### src/rtl/handshake_scenario_monitor_pkg.sv
`default_nettype none
// +----------------------------------------------------------------------+
// | handshake_mon_pkg : shared types, indices and helpers for the monitor |
// | Revision: 1.0                                                         |
// +----------------------------------------------------------------------+
package handshake_mon_pkg;

  typedef enum logic [1:0] {
    S_IDLE   = 2'd0,
    S_WAIT   = 2'd1,
    S_ACTIVE = 2'd2
  } trk_state_e;

  localparam int SCN_FULL_TP      = 0;
  localparam int SCN_BACKPRESSURE = 1;
  localparam int SCN_STARVED      = 2;
  localparam int SCN_SIMULT       = 3;
  localparam int SCN_ALTERNATE    = 4;
  localparam int SCN_BURST_IDLE   = 5;
  localparam int NUM_SCN          = 6;

  localparam logic [2:0] SEL_XFER  = 3'd0;
  localparam logic [2:0] SEL_PKT   = 3'd1;
  localparam logic [2:0] SEL_STALL = 3'd2;
  localparam logic [2:0] SEL_MAXW  = 3'd3;
  localparam logic [2:0] SEL_PERR  = 3'd4;

  // Saturating increment of a w-bit value carried in 32 bits (w <= 32).
  function automatic logic [31:0] sat_inc(input logic [31:0] v, input int unsigned w);
    logic [31:0] max_v;
    max_v = 32'hFFFF_FFFF >> (32 - w);
    return (v >= max_v) ? v : v + 32'd1;
  endfunction

endpackage
`default_nettype wire

### src/rtl/handshake_scenario_monitor_if.sv
`default_nettype none
// +----------------------------------------------------------------------+
// | handshake_scenario_monitor_if : bundle of per-channel valid/ready/last|
// | Revision: 1.0                                                         |
// +----------------------------------------------------------------------+
interface handshake_scenario_monitor_if #(
  parameter int NUM_CH = 4
) ();
  logic [NUM_CH-1:0] valid;
  logic [NUM_CH-1:0] ready;
  logic [NUM_CH-1:0] last;

  modport master (output valid, ready, last);
  modport slave  (input  valid, ready, last);
endinterface
`default_nettype wire

### src/rtl/handshake_scenario_monitor_tracker.sv
`default_nettype none
// +----------------------------------------------------------------------+
// | hs_channel_tracker : one channel's FSM, run counters, stats and hits  |
// | Revision: 1.0                                                         |
// +----------------------------------------------------------------------+
module hs_channel_tracker
  import handshake_mon_pkg::*;
#(
  parameter int CNT_W     = 16,
  parameter int BURST_LEN = 5,
  parameter int WAIT_LEN  = 2,
  parameter int IDLE_LEN  = 5
) (
  input  logic               clk,
  input  logic               rst,
  input  logic               clear,
  input  logic               valid,
  input  logic               ready,
  input  logic               last,
  output logic [NUM_SCN-1:0] hit,
  output logic               proto_err,
  output logic [CNT_W-1:0]   xfer_cnt,
  output logic [CNT_W-1:0]   pkt_cnt,
  output logic [CNT_W-1:0]   stall_cnt,
  output logic [CNT_W-1:0]   max_wait,
  output logic [CNT_W-1:0]   perr_cnt
);

  localparam logic [CNT_W-1:0] c_burst_len = CNT_W'(BURST_LEN);
  localparam logic [CNT_W-1:0] c_wait_len  = CNT_W'(WAIT_LEN);
  localparam logic [CNT_W-1:0] c_idle_len  = CNT_W'(IDLE_LEN);

  function automatic logic [CNT_W-1:0] inc(input logic [CNT_W-1:0] v);
    logic [31:0] t;
    t = sat_inc(32'(v), CNT_W);
    return t[CNT_W-1:0];
  endfunction

  trk_state_e         state_q, state_d;
  logic               pp_xfer_q, pp_xfer_d;
  logic               burst_seen_q, burst_seen_d;
  logic [CNT_W-1:0]   xfer_run_q, xfer_run_d;
  logic [CNT_W-1:0]   stall_run_q, stall_run_d;
  logic [CNT_W-1:0]   starve_run_q, starve_run_d;
  logic [CNT_W-1:0]   idle_run_q, idle_run_d;
  logic [CNT_W-1:0]   xfer_cnt_q, xfer_cnt_d;
  logic [CNT_W-1:0]   pkt_cnt_q, pkt_cnt_d;
  logic [CNT_W-1:0]   stall_cnt_q, stall_cnt_d;
  logic [CNT_W-1:0]   max_wait_q, max_wait_d;
  logic [CNT_W-1:0]   perr_cnt_q, perr_cnt_d;
  logic [NUM_SCN-1:0] hit_q, hit_d;
  logic               proto_err_q, proto_err_d;

  logic is_xfer, is_stall, is_starve, prev_none, perr_ev;

  always_comb begin
    is_xfer   = valid & ready;
    is_stall  = valid & ~ready;
    is_starve = ~valid & ready;
    // Previous cycle was NONE exactly when a !valid run is open but no starve run is.
    prev_none = (idle_run_q != '0) && (starve_run_q == '0);
    perr_ev   = (state_q == S_WAIT) && !valid;

    state_d = S_IDLE;
    if (is_xfer) begin
      state_d = S_ACTIVE;
    end else if (is_stall) begin
      state_d = S_WAIT;
    end
    pp_xfer_d = (state_q == S_ACTIVE);

    xfer_run_d   = is_xfer   ? inc(xfer_run_q)   : '0;
    stall_run_d  = is_stall  ? inc(stall_run_q)  : '0;
    starve_run_d = is_starve ? inc(starve_run_q) : '0;
    idle_run_d   = !valid    ? inc(idle_run_q)   : '0;

    // A long enough burst stays armed through the following !valid cycles only.
    burst_seen_d = is_xfer ? (xfer_run_d >= c_burst_len) : (!valid && burst_seen_q);

    hit_d = hit_q;
    if (is_xfer && (xfer_run_d >= c_burst_len))  hit_d[SCN_FULL_TP]      = 1'b1;
    if (is_xfer && (stall_run_q >= c_wait_len))  hit_d[SCN_BACKPRESSURE] = 1'b1;
    if (is_xfer && (starve_run_q >= c_wait_len)) hit_d[SCN_STARVED]      = 1'b1;
    if (is_xfer && prev_none)                    hit_d[SCN_SIMULT]       = 1'b1;
    if (is_xfer && (state_q != S_ACTIVE) && pp_xfer_q) hit_d[SCN_ALTERNATE] = 1'b1;
    if (!valid && burst_seen_q && (idle_run_d == c_idle_len)) hit_d[SCN_BURST_IDLE] = 1'b1;

    xfer_cnt_d  = is_xfer          ? inc(xfer_cnt_q)  : xfer_cnt_q;
    pkt_cnt_d   = (is_xfer && last) ? inc(pkt_cnt_q)  : pkt_cnt_q;
    stall_cnt_d = is_stall         ? inc(stall_cnt_q) : stall_cnt_q;
    max_wait_d  = (is_stall && (stall_run_d > max_wait_q)) ? stall_run_d : max_wait_q;
    perr_cnt_d  = perr_ev          ? inc(perr_cnt_q)  : perr_cnt_q;
    proto_err_d = proto_err_q | perr_ev;

    if (clear) begin
      state_d      = S_IDLE;
      pp_xfer_d    = 1'b0;
      burst_seen_d = 1'b0;
      xfer_run_d   = '0;
      stall_run_d  = '0;
      starve_run_d = '0;
      idle_run_d   = '0;
      hit_d        = '0;
      xfer_cnt_d   = '0;
      pkt_cnt_d    = '0;
      stall_cnt_d  = '0;
      max_wait_d   = '0;
      perr_cnt_d   = '0;
      proto_err_d  = 1'b0;
    end
  end

  always_ff @(posedge clk) begin
    if (rst) begin
      state_q      <= S_IDLE;
      pp_xfer_q    <= 1'b0;
      burst_seen_q <= 1'b0;
      xfer_run_q   <= '0;
      stall_run_q  <= '0;
      starve_run_q <= '0;
      idle_run_q   <= '0;
      hit_q        <= '0;
      xfer_cnt_q   <= '0;
      pkt_cnt_q    <= '0;
      stall_cnt_q  <= '0;
      max_wait_q   <= '0;
      perr_cnt_q   <= '0;
      proto_err_q  <= 1'b0;
    end else begin
      state_q      <= state_d;
      pp_xfer_q    <= pp_xfer_d;
      burst_seen_q <= burst_seen_d;
      xfer_run_q   <= xfer_run_d;
      stall_run_q  <= stall_run_d;
      starve_run_q <= starve_run_d;
      idle_run_q   <= idle_run_d;
      hit_q        <= hit_d;
      xfer_cnt_q   <= xfer_cnt_d;
      pkt_cnt_q    <= pkt_cnt_d;
      stall_cnt_q  <= stall_cnt_d;
      max_wait_q   <= max_wait_d;
      perr_cnt_q   <= perr_cnt_d;
      proto_err_q  <= proto_err_d;
    end
  end

  assign hit       = hit_q;
  assign proto_err = proto_err_q;
  assign xfer_cnt  = xfer_cnt_q;
  assign pkt_cnt   = pkt_cnt_q;
  assign stall_cnt = stall_cnt_q;
  assign max_wait  = max_wait_q;
  assign perr_cnt  = perr_cnt_q;

endmodule
`default_nettype wire

### src/rtl/handshake_scenario_monitor.sv
`default_nettype none
// +----------------------------------------------------------------------+
// | handshake_scenario_monitor : NUM_CH channel trackers + registered read|
// | Revision: 1.0                                                         |
// +----------------------------------------------------------------------+
module handshake_scenario_monitor
  import handshake_mon_pkg::*;
#(
  parameter int NUM_CH    = 4,
  parameter int CNT_W     = 16,
  parameter int BURST_LEN = 5,
  parameter int WAIT_LEN  = 2,
  parameter int IDLE_LEN  = 5
) (
  input  logic                        clk,
  input  logic                        rst,
  handshake_scenario_monitor_if.slave mon,
  input  logic                        clear,
  input  logic [$clog2(NUM_CH)-1:0]   rd_ch,
  input  logic [2:0]                  rd_sel,
  output logic [CNT_W-1:0]            rd_data,
  output logic [NUM_CH*NUM_SCN-1:0]   hit,
  output logic [NUM_CH-1:0]           proto_err
);

  localparam int CH_W = $clog2(NUM_CH);

  logic [NUM_CH-1:0][CNT_W-1:0] sel_val;
  logic [CNT_W-1:0]             rd_data_q, rd_data_d;

  for (genvar c = 0; c < NUM_CH; c++) begin : g_ch
    logic [CNT_W-1:0] xfer_cnt, pkt_cnt, stall_cnt, max_wait, perr_cnt;
    logic [CNT_W-1:0] ch_val;

    hs_channel_tracker #(
      .CNT_W     (CNT_W),
      .BURST_LEN (BURST_LEN),
      .WAIT_LEN  (WAIT_LEN),
      .IDLE_LEN  (IDLE_LEN)
    ) u_trk (
      .clk       (clk),
      .rst       (rst),
      .clear     (clear),
      .valid     (mon.valid[c]),
      .ready     (mon.ready[c]),
      .last      (mon.last[c]),
      .hit       (hit[c*NUM_SCN +: NUM_SCN]),
      .proto_err (proto_err[c]),
      .xfer_cnt  (xfer_cnt),
      .pkt_cnt   (pkt_cnt),
      .stall_cnt (stall_cnt),
      .max_wait  (max_wait),
      .perr_cnt  (perr_cnt)
    );

    always_comb begin
      ch_val = '0;
      case (rd_sel)
        SEL_XFER:  ch_val = xfer_cnt;
        SEL_PKT:   ch_val = pkt_cnt;
        SEL_STALL: ch_val = stall_cnt;
        SEL_MAXW:  ch_val = max_wait;
        SEL_PERR:  ch_val = perr_cnt;
        default:   ch_val = '0;
      endcase
    end

    // Out-of-range rd_ch matches no channel and therefore reads 0.
    assign sel_val[c] = (rd_ch == CH_W'(c)) ? ch_val : '0;
  end

  always_comb begin
    rd_data_d = '0;
    for (int c = 0; c < NUM_CH; c++) begin
      rd_data_d = rd_data_d | sel_val[c];
    end
  end

  always_ff @(posedge clk) begin
    if (rst) begin
      rd_data_q <= '0;
    end else begin
      rd_data_q <= rd_data_d;
    end
  end

  assign rd_data = rd_data_q;

endmodule
`default_nettype wire

### src/flat_wrapper.sv
// flat-port wrapper written by rule: the top's interface ports become plain ports
module handshake_scenario_monitor_flat import handshake_mon_pkg::*;
#(
  parameter int NUM_CH    = 4,
  parameter int CNT_W     = 16,
  parameter int BURST_LEN = 5,
  parameter int WAIT_LEN  = 2,
  parameter int IDLE_LEN  = 5
)
  (clk, rst, clear, rd_ch, rd_sel, rd_data, hit, proto_err, mon_valid, mon_ready, mon_last);
  handshake_scenario_monitor_if #(.NUM_CH(NUM_CH)) mon_i ();
  input  logic clk;
  input  logic rst;
  input  logic clear;
  input  logic [$clog2(NUM_CH)-1:0] rd_ch;
  input  logic [2:0] rd_sel;
  output logic [CNT_W-1:0] rd_data;
  output logic [NUM_CH*NUM_SCN-1:0] hit;
  output logic [NUM_CH-1:0] proto_err;
  input wire logic [$bits(mon_i.valid)-1:0] mon_valid;
  input wire logic [$bits(mon_i.ready)-1:0] mon_ready;
  input wire logic [$bits(mon_i.last)-1:0] mon_last;
  assign mon_i.valid = mon_valid;
  assign mon_i.ready = mon_ready;
  assign mon_i.last = mon_last;
  handshake_scenario_monitor #(.NUM_CH(NUM_CH), .CNT_W(CNT_W), .BURST_LEN(BURST_LEN), .WAIT_LEN(WAIT_LEN), .IDLE_LEN(IDLE_LEN)) u_core (.clk(clk), .rst(rst), .mon(mon_i), .clear(clear), .rd_ch(rd_ch), .rd_sel(rd_sel), .rd_data(rd_data), .hit(hit), .proto_err(proto_err));
endmodule
### config.mk
export PLATFORM = sky130hd
export DESIGN_NAME = handshake_scenario_monitor_flat
export DESIGN_NICKNAME = d
export VERILOG_FILES = /design/src/rtl/handshake_scenario_monitor_pkg.sv /design/src/rtl/handshake_scenario_monitor_if.sv /design/src/rtl/handshake_scenario_monitor_tracker.sv /design/src/rtl/handshake_scenario_monitor.sv /design/src/flat_wrapper.sv
export SDC_FILE = /design/constraint.sdc
export NUM_CORES = 2
export LEC_CHECK = 0
export ABC_AREA = 1
export CAP_MARGIN = 5
export CORE_ASPECT_RATIO = 0.8
export CORE_MARGIN = 3
export CORE_UTILIZATION = 45
export CTS_BUF_LIST = sky130_fd_sc_hd__clkbuf_16
export DETAILED_ROUTE_END_ITERATION = 10
export GPL_TIMING_DRIVEN = 0
export SLEW_MARGIN = 20
export SYNTH_ARGS = -nofsm -noshare
export SYNTH_HDL_FRONTEND = slang
export SYNTH_SLANG_ARGS = --single-unit
### constraint.sdc
create_clock -name clk -period 3.3 [get_ports clk]
set_input_delay 0.99 -clock clk [delete_from_list [all_inputs] [get_ports clk]]
set_output_delay 0.99 -clock clk [all_outputs]
set_load 0.01 [all_outputs]
==> After elaboration in Yosys (flattened, before gate mapping) <==
Index checks and enable logic that the tools add are counted.
{ "word_totals": {"regBits": 636, "inputBits": 20, "out_inout_bits": 44, "wordCells": 362} }
{ "classes": {"add_sub_neg": 32, "order_cmp": 48, "n_eq_ne": 23, "muxes": 44, "bitwise_logic": 47, "n_reduce_logical": 87} }
{ "ops": {"columns": ["cell", "n"], "rows": [
  ["16-bit by 1-bit adder with 16-bit output, second input constant", 32],
  ["16-bit greater-or-equal comparator, second input constant", 32],
  ["16-bit two-way mux", 28],
  ["16-bit one-hot mux with 5 select lines", 4],
  ["16-bit by 2-bit greater-or-equal comparator with 1-bit output, second input constant", 8],
  ["16-bit by 3-bit equality test with 1-bit output, second input constant", 4],
  ["16-bit by 3-bit greater-or-equal comparator with 1-bit output, second input constant", 4],
  ["16-bit greater-than comparator", 4],
  ["16-bit logical NOT", 4],
  ["16-bit nonzero test", 4],
  ["1-bit logical AND", 48],
  ["16-bit bitwise OR", 3],
  ["2-bit AND reduction", 16],
  ["1-bit NOT", 28],
  ["3-bit OR reduction", 8],
  ["1-bit AND", 12],
  ["2-bit equality test, second input constant", 6],
  ["2-bit by 1-bit equality test with 1-bit output, second input constant", 5],
  ["1-bit two-way mux", 8],
  ["2-bit two-way mux", 4],
  ["2-bit != test, second input constant", 4],
  ["3-bit by 2-bit equality test with 1-bit output, second input constant", 2],
  ["1-bit logical NOT", 4],
  ["1-bit bitwise OR", 4],
  ["5 further kinds", 5]
]} }

==> Depth between registers and ports, before layout <==
{ "logic_depth": {"ltp_word": 6, "mapped_depth": 22, "depth_no_buf": 21} }

==> By module <==
A second synthesis with hierarchy kept.
{ "hier_totals": {"cells_unflattened": 5807, "hier_area_um2": 37713.7} }
{ "by_module_without_submodules": {"columns": ["mod", "n_inst", "cells_each", "area_each_um2", "seq_area_each_um2"], "rows": [
  ["hs_channel_tracker (u_core.g_ch[0].u_trk ...)", 3, 1262, 8470.6, 3103.0],
  ["hs_channel_tracker (u_core.g_ch[3].u_trk)", 1, 1235, 8376.8, 3103.0],
  ["handshake_scenario_monitor", 1, 786, 3925.0, 320.3]
]} }

==> Least setup slack after synthesis <==
Ideal clock, no wire load.
{ "synth_timing": {"path_type": "input-to-reg", "startpoint": "input mon_valid[2]", "endpoint": "register u_core.g_ch[2].u_trk.max_wait_q[15]", "setup_time_ns": 0.115, "arrival_ns": 2.998, "required_ns": 3.185, "slack_ns": 0.188, "path_stages": 14, "path_buffers": 2, "path_cell_list": "inv_2 nor2_4 inv_2 clkbuf_1 or2_1 inv_2 ha_1 nand2_1 nor2_1 nand4_1 o21ai_2 nand2_2 buf_2 o21a_1"} }
{ "synth_via": {"elab_chain_cells": 4} }
{ "synth_lines": {"columns": ["element", "line_no", "rtl"], "rows": [
  ["start: declaration", "flat_wrapper.sv:20", "input wire logic [$bits(mon_i.valid)-1:0] mon_valid;"],
  ["1-bit AND *", "handshake_scenario_monitor_tracker.sv:58", "is_stall = valid & ~ready;"],
  ["16-bit two-way mux", "handshake_scenario_monitor_tracker.sv:73", "stall_run_d = is_stall ? inc(stall_run_q) : '0;"],
  ["16-bit greater-than comparator", "handshake_scenario_monitor_tracker.sv:91", "max_wait_d = (is_stall && (stall_run_d > max_wait_q)) ? stall_run_d : max_wait_q;"],
  ["1-bit logical AND", "handshake_scenario_monitor_tracker.sv:91", null],
  ["end signal: assignment", "handshake_scenario_monitor_tracker.sv:141", "max_wait_q <= max_wait_d;"],
  ["end: declaration", "handshake_scenario_monitor_tracker.sv:49", "logic [CNT_W-1:0] max_wait_q, max_wait_d;"]
]} }
Mark *: on every way between the ends. The rest lies on a longest branch, timed or not.
A chain may end at the register's enable or synchronous reset.

==> Worst setup path after layout <==
{ "layout_timing": {"startpoint": "input rd_sel[1]", "endpoint": "register u_core.rd_data_q[3] (netlist: u_core.rd_data[3])"} }
{ "layout_via": {"elab_chain_cells": 6, "word_cells_on_any_way": 16, "classes_between": "4 x eq/ne; 8 x mux; 3 x bitwise; 1 x reduce/logical"} }
{ "layout_lines": {"columns": ["element", "line_no", "rtl"], "rows": [
  ["start: declaration", "flat_wrapper.sv:16", "input logic [2:0] rd_sel;"],
  ["3-bit equality test (tied with other cells)", "handshake_scenario_monitor.sv:58", "case (rd_sel)"],
  ["16-bit one-hot mux with 5 select lines", "handshake_scenario_monitor.sv:58", null],
  ["16-bit two-way mux", "handshake_scenario_monitor.sv:69", "assign sel_val[c] = (rd_ch == CH_W'(c)) ? ch_val : '0;"],
  ["16-bit bitwise OR (2 in a row)", "handshake_scenario_monitor.sv:75", "rd_data_d = rd_data_d | sel_val[c];"],
  ["16-bit bitwise OR *", "handshake_scenario_monitor.sv:75", null],
  ["end signal: assignment", "handshake_scenario_monitor.sv:83", "rd_data_q <= rd_data_d;"],
  ["end: declaration", "handshake_scenario_monitor.sv:29", "logic [CNT_W-1:0] rd_data_q, rd_data_d;"]
]} }
Marks and branches as above.

==> run summary <==
status -> finished, violations left
violated checks -> setup timing
Final Hold Viols -> 0
port bufs -> 59
post-synthesis mux area share -> 0%
Final setup viols -> 9
power consumption -> 0.0167 W
Worst-Margin Slew -> 1.19 ns
Mapped Area -> 35700 um2
largest net degree at the start of global routing -> 16
number of synthesized register bits -> 636
setup_tns -> -0.752 ns
adder-cell area share of the yosys netlist -> 3.93%
Iteration-0 DRC Markers -> 3793
Synth Area in Simple Gates -> 32.5%
Clk Latency, worst-skew pair -> 0.62 ns
syn avg cell area -> 6.65 um2
Post-DP HPWL -> 87900 um
vias per std cell -> 5.43
Die H -> 258 um
WHS Path Cells -> 2
Synth area leaders -> dfxtp_1, nand2_1, inv_1, nor2_1, a21oi_1
routed wire length -> 116000 um
PwrDens -> 413 nW/um2
sequential-to-total area share from yosys stat -> 35.7%
Critical R2R Launch -> u_core.g_ch[2].u_trk.stall_run_q[0]
Worst Skew -> 0.0186 ns
startpoint type of the worst setup path -> input pin
Pre-antenna DRT Iters -> 6
site row count -> 91
clock buffer count from CTS -> 71
Area Growth Syn to Fin -> 13.1%
worst hold path endpoint -> u_core.g_ch[0].u_trk.hit[5]
H-tree levels -> 3
reg2reg path depth -> 19
Die W -> 321 um
R2R Setup Slk -> 0.19 ns
crit end category -> register
CTS tree -> yes
largest family of logic cells by synthesized area -> simple AND/OR/NAND/NOR gates
syn nets -> 5493
Die Area -> 82700 um2
Post-Syn Instances -> 5361
GP Congestion -> 0.987
Yosys top cell area share -> 35.7%
CTS Root Cell -> clkbuf_16
end-of-flow core utilization -> 51.9%
max cap viols -> 0
clock slew at reported path FFs -> 0.06 ns
fin worst setup slack -> -0.202 ns
first-pass GRT wire length -> 179000 um
DP Area -> 37500 um2
Synth Area in Compound Gates -> 14.5%
CP Class -> in -> reg
Max VDD drop -> 0.359 mV
CTS max path bufs -> 3
dpl ws -> -1.59 ns
core area -> 77800 um2
fin nets -> 5663
clk sinks -> 636
layout cells sized above 1 -> 7.76%
final worst path period share -> 106%
worst r2r dst -> u_core.g_ch[2].u_trk.max_wait[12]
leading cell type in the layout, fill and taps excluded -> nand2_1
Flop pwr share -> 46.6%
routed length per instance -> 17.6 um
sw frac -> 25.1%
DR DRC count -> 0
Initial Util -> 45.9%
Comb pwr share -> 7.4%
initial antenna violation count -> 2
fraction of power consumed by the clock network -> 46.0%
Lkg Pwr -> 15.4 nW
CP arrival -> 3.92 ns
number of global-route vias before repair -> 31400
Routed Antenna Nets -> 0
relative slew slack -> 20.9%
Crit Path Max Fanout -> 10
filler instances -> 7866
Netlist cell types -> 61
Hold Path Class -> reg -> reg
Total GRT Usage -> 27.3%
CTS Hold Bufs -> 0
grt ovf -> 0
XOR/XNOR share of the synthesized area -> 2.28%
P_sw -> 0.00419 W
top cell type by total area after synthesis -> dfxtp_1
io pins -> 64
commonest cells after routing, fill and taps aside -> nand2_1, inv_1, nor2_1
critical path data required time -> 3.71 ns
fin area -> 40300 um2
P_int -> 0.0125 W
routed vias -> 35800
fmax -> 286 MHz
hold path startpoint -> u_core.g_ch[0].u_trk.hit[5]
final worst path period need -> 3.50 ns
Final Max Tran Viols -> 0
yosys warns -> 0
-- power groups by stage --
stage	combinational, W	clock [W]	sequential, W
2_1_floorplan	0.000637	0	0.00793
5_1_grt	0.00133	0.00815	0.00776
4_1_cts	0.00108	0.00784	0.00776
3_5_place_dp	0.00104	0	0.00793
6_report	0.00124	0.00766	0.00776
3_3_place_gp	0.00104	0	0.00793
-- layout make-up --
| type | instances | area, um2 | area share [%] |
|---|---|---|---|
| Tap cell | 1023 | 1280 | 3.17 |
| Buffer | 141 | 708 | 1.76 |
| Clock inverter | 51 | 348 | 0.862 |
| Clock buffer | 73 | 1830 | 4.53 |
| Sequential cell | 636 | 12800 | 31.6 |
| Antenna cell | 1 | 2.50 | 0.00620 |
| Timing Repair inverter | 1 | 7.51 | 0.0186 |
| Multi-Input combinational cell | 3702 | 19200 | 47.6 |
| Timing Repair Buffer | 96 | 876 | 2.17 |
| Inverter | 882 | 3320 | 8.23 |
-- synth_stat cells, drive strengths merged --
master,instances
a21o,2
dfxtp,636
o21a,21
clkbuf,72
o2111ai,1
nor3b,14
a31o,1
a211oi,26
o21ai,283
o41ai,3
o211ai,5
o31ai,58
nand4,125
ha,112
clkinv,4
nand3b,18
a221oi,1
o221ai,5
nand2,1003
o221a,1
xnor2,14
a41oi,6
a2111oi,1
a21oi,343
and2,10
nor3,228
nand3,343
xor2,79
inv,878
o22ai,118
and3,4
nor4,72
buf,70
or2,31
a31oi,36
o21bai,4
nor2,733
-- worst max-delay path by stage --
stage                                         from                                 to  slack (ns)
2_1_floorplan                         mon_valid[2]  u_core.g_ch[2].u_trk.max_wait[15]        0.19
3_3_place_gp                          mon_valid[1]  u_core.g_ch[1].u_trk.max_wait[12]       -1.56
3_5_place_dp                          mon_valid[1]  u_core.g_ch[1].u_trk.max_wait[10]       -1.59
4_1_cts                               mon_ready[2]   u_core.g_ch[2].u_trk.max_wait[5]       0.009
5_1_grt        u_core.g_ch[1].u_trk.stall_run_q[5]  u_core.g_ch[1].u_trk.max_wait[10]       -0.03
6_report                                 rd_sel[1]                  u_core.rd_data[3]       -0.20
-- repair_timing --
action | in CTS | in global routing
hold endpoints to repair | 0 | 0
pin swaps | 7 | 24
gates resized for setup | 40 | 102
endpoints found under the setup margin | 93 | 89
setup buffers | 9 | 26
gates cloned | 1 | 3
-- state kept, by name, summed over array words and instances, names as in the netlist, 24 cells and up --
signal	cells
u_core.g_ch.u_trk.max_wait	64
u_core.g_ch.u_trk.starve_run_q	64
u_core.g_ch.u_trk.xfer_run_q	64
u_core.g_ch.u_trk.stall_run_q	64
u_core.g_ch.u_trk.pkt_cnt	64
u_core.g_ch.u_trk.perr_cnt	64
u_core.g_ch.u_trk.idle_run_q	64
u_core.g_ch.u_trk.stall_cnt	64
u_core.g_ch.u_trk.hit	24
u_core.g_ch.u_trk.xfer_cnt	64
-- critical path: stages --
cell and delay, ns:
clkdlybuf4s50_1 0.65, nor2_2 0.15, nand2_1 0.17, clkbuf_1 0.75, o22ai_1 0.19, o21ai_0 0.68, a41oi_1 0.32
-- stage by stage --
step | cells | hold slack [ns]
after floorplan | 5361 | 0.436
after global placement | 6443 | 0.440
after detailed placement | 6443 | 0.446
after CTS | 6576 | 0.455
after global routing | 6605 | 0.471
final | 6606 | 0.450
-- cell families after synthesis --
logic type | Yosys count
AO/OA/AOI/OAI | 915
flip-flops | 636
adder cells (fa/ha/maj) | 112
AND/OR/NAND/NOR | 2581
XOR/XNOR | 93
buffers and inverters | 1024
-- per-layer routing --
layer,global-route usage (%),wire length [um],vias to the layer above
met4,6.78,2800,0
li1,-,-,18000
met1,41.3,56300,16500
met5,0.468,0,-
met3,5.93,10300,163
met2,38.8,46900,1232
Power figures use the tool's default switching activity.
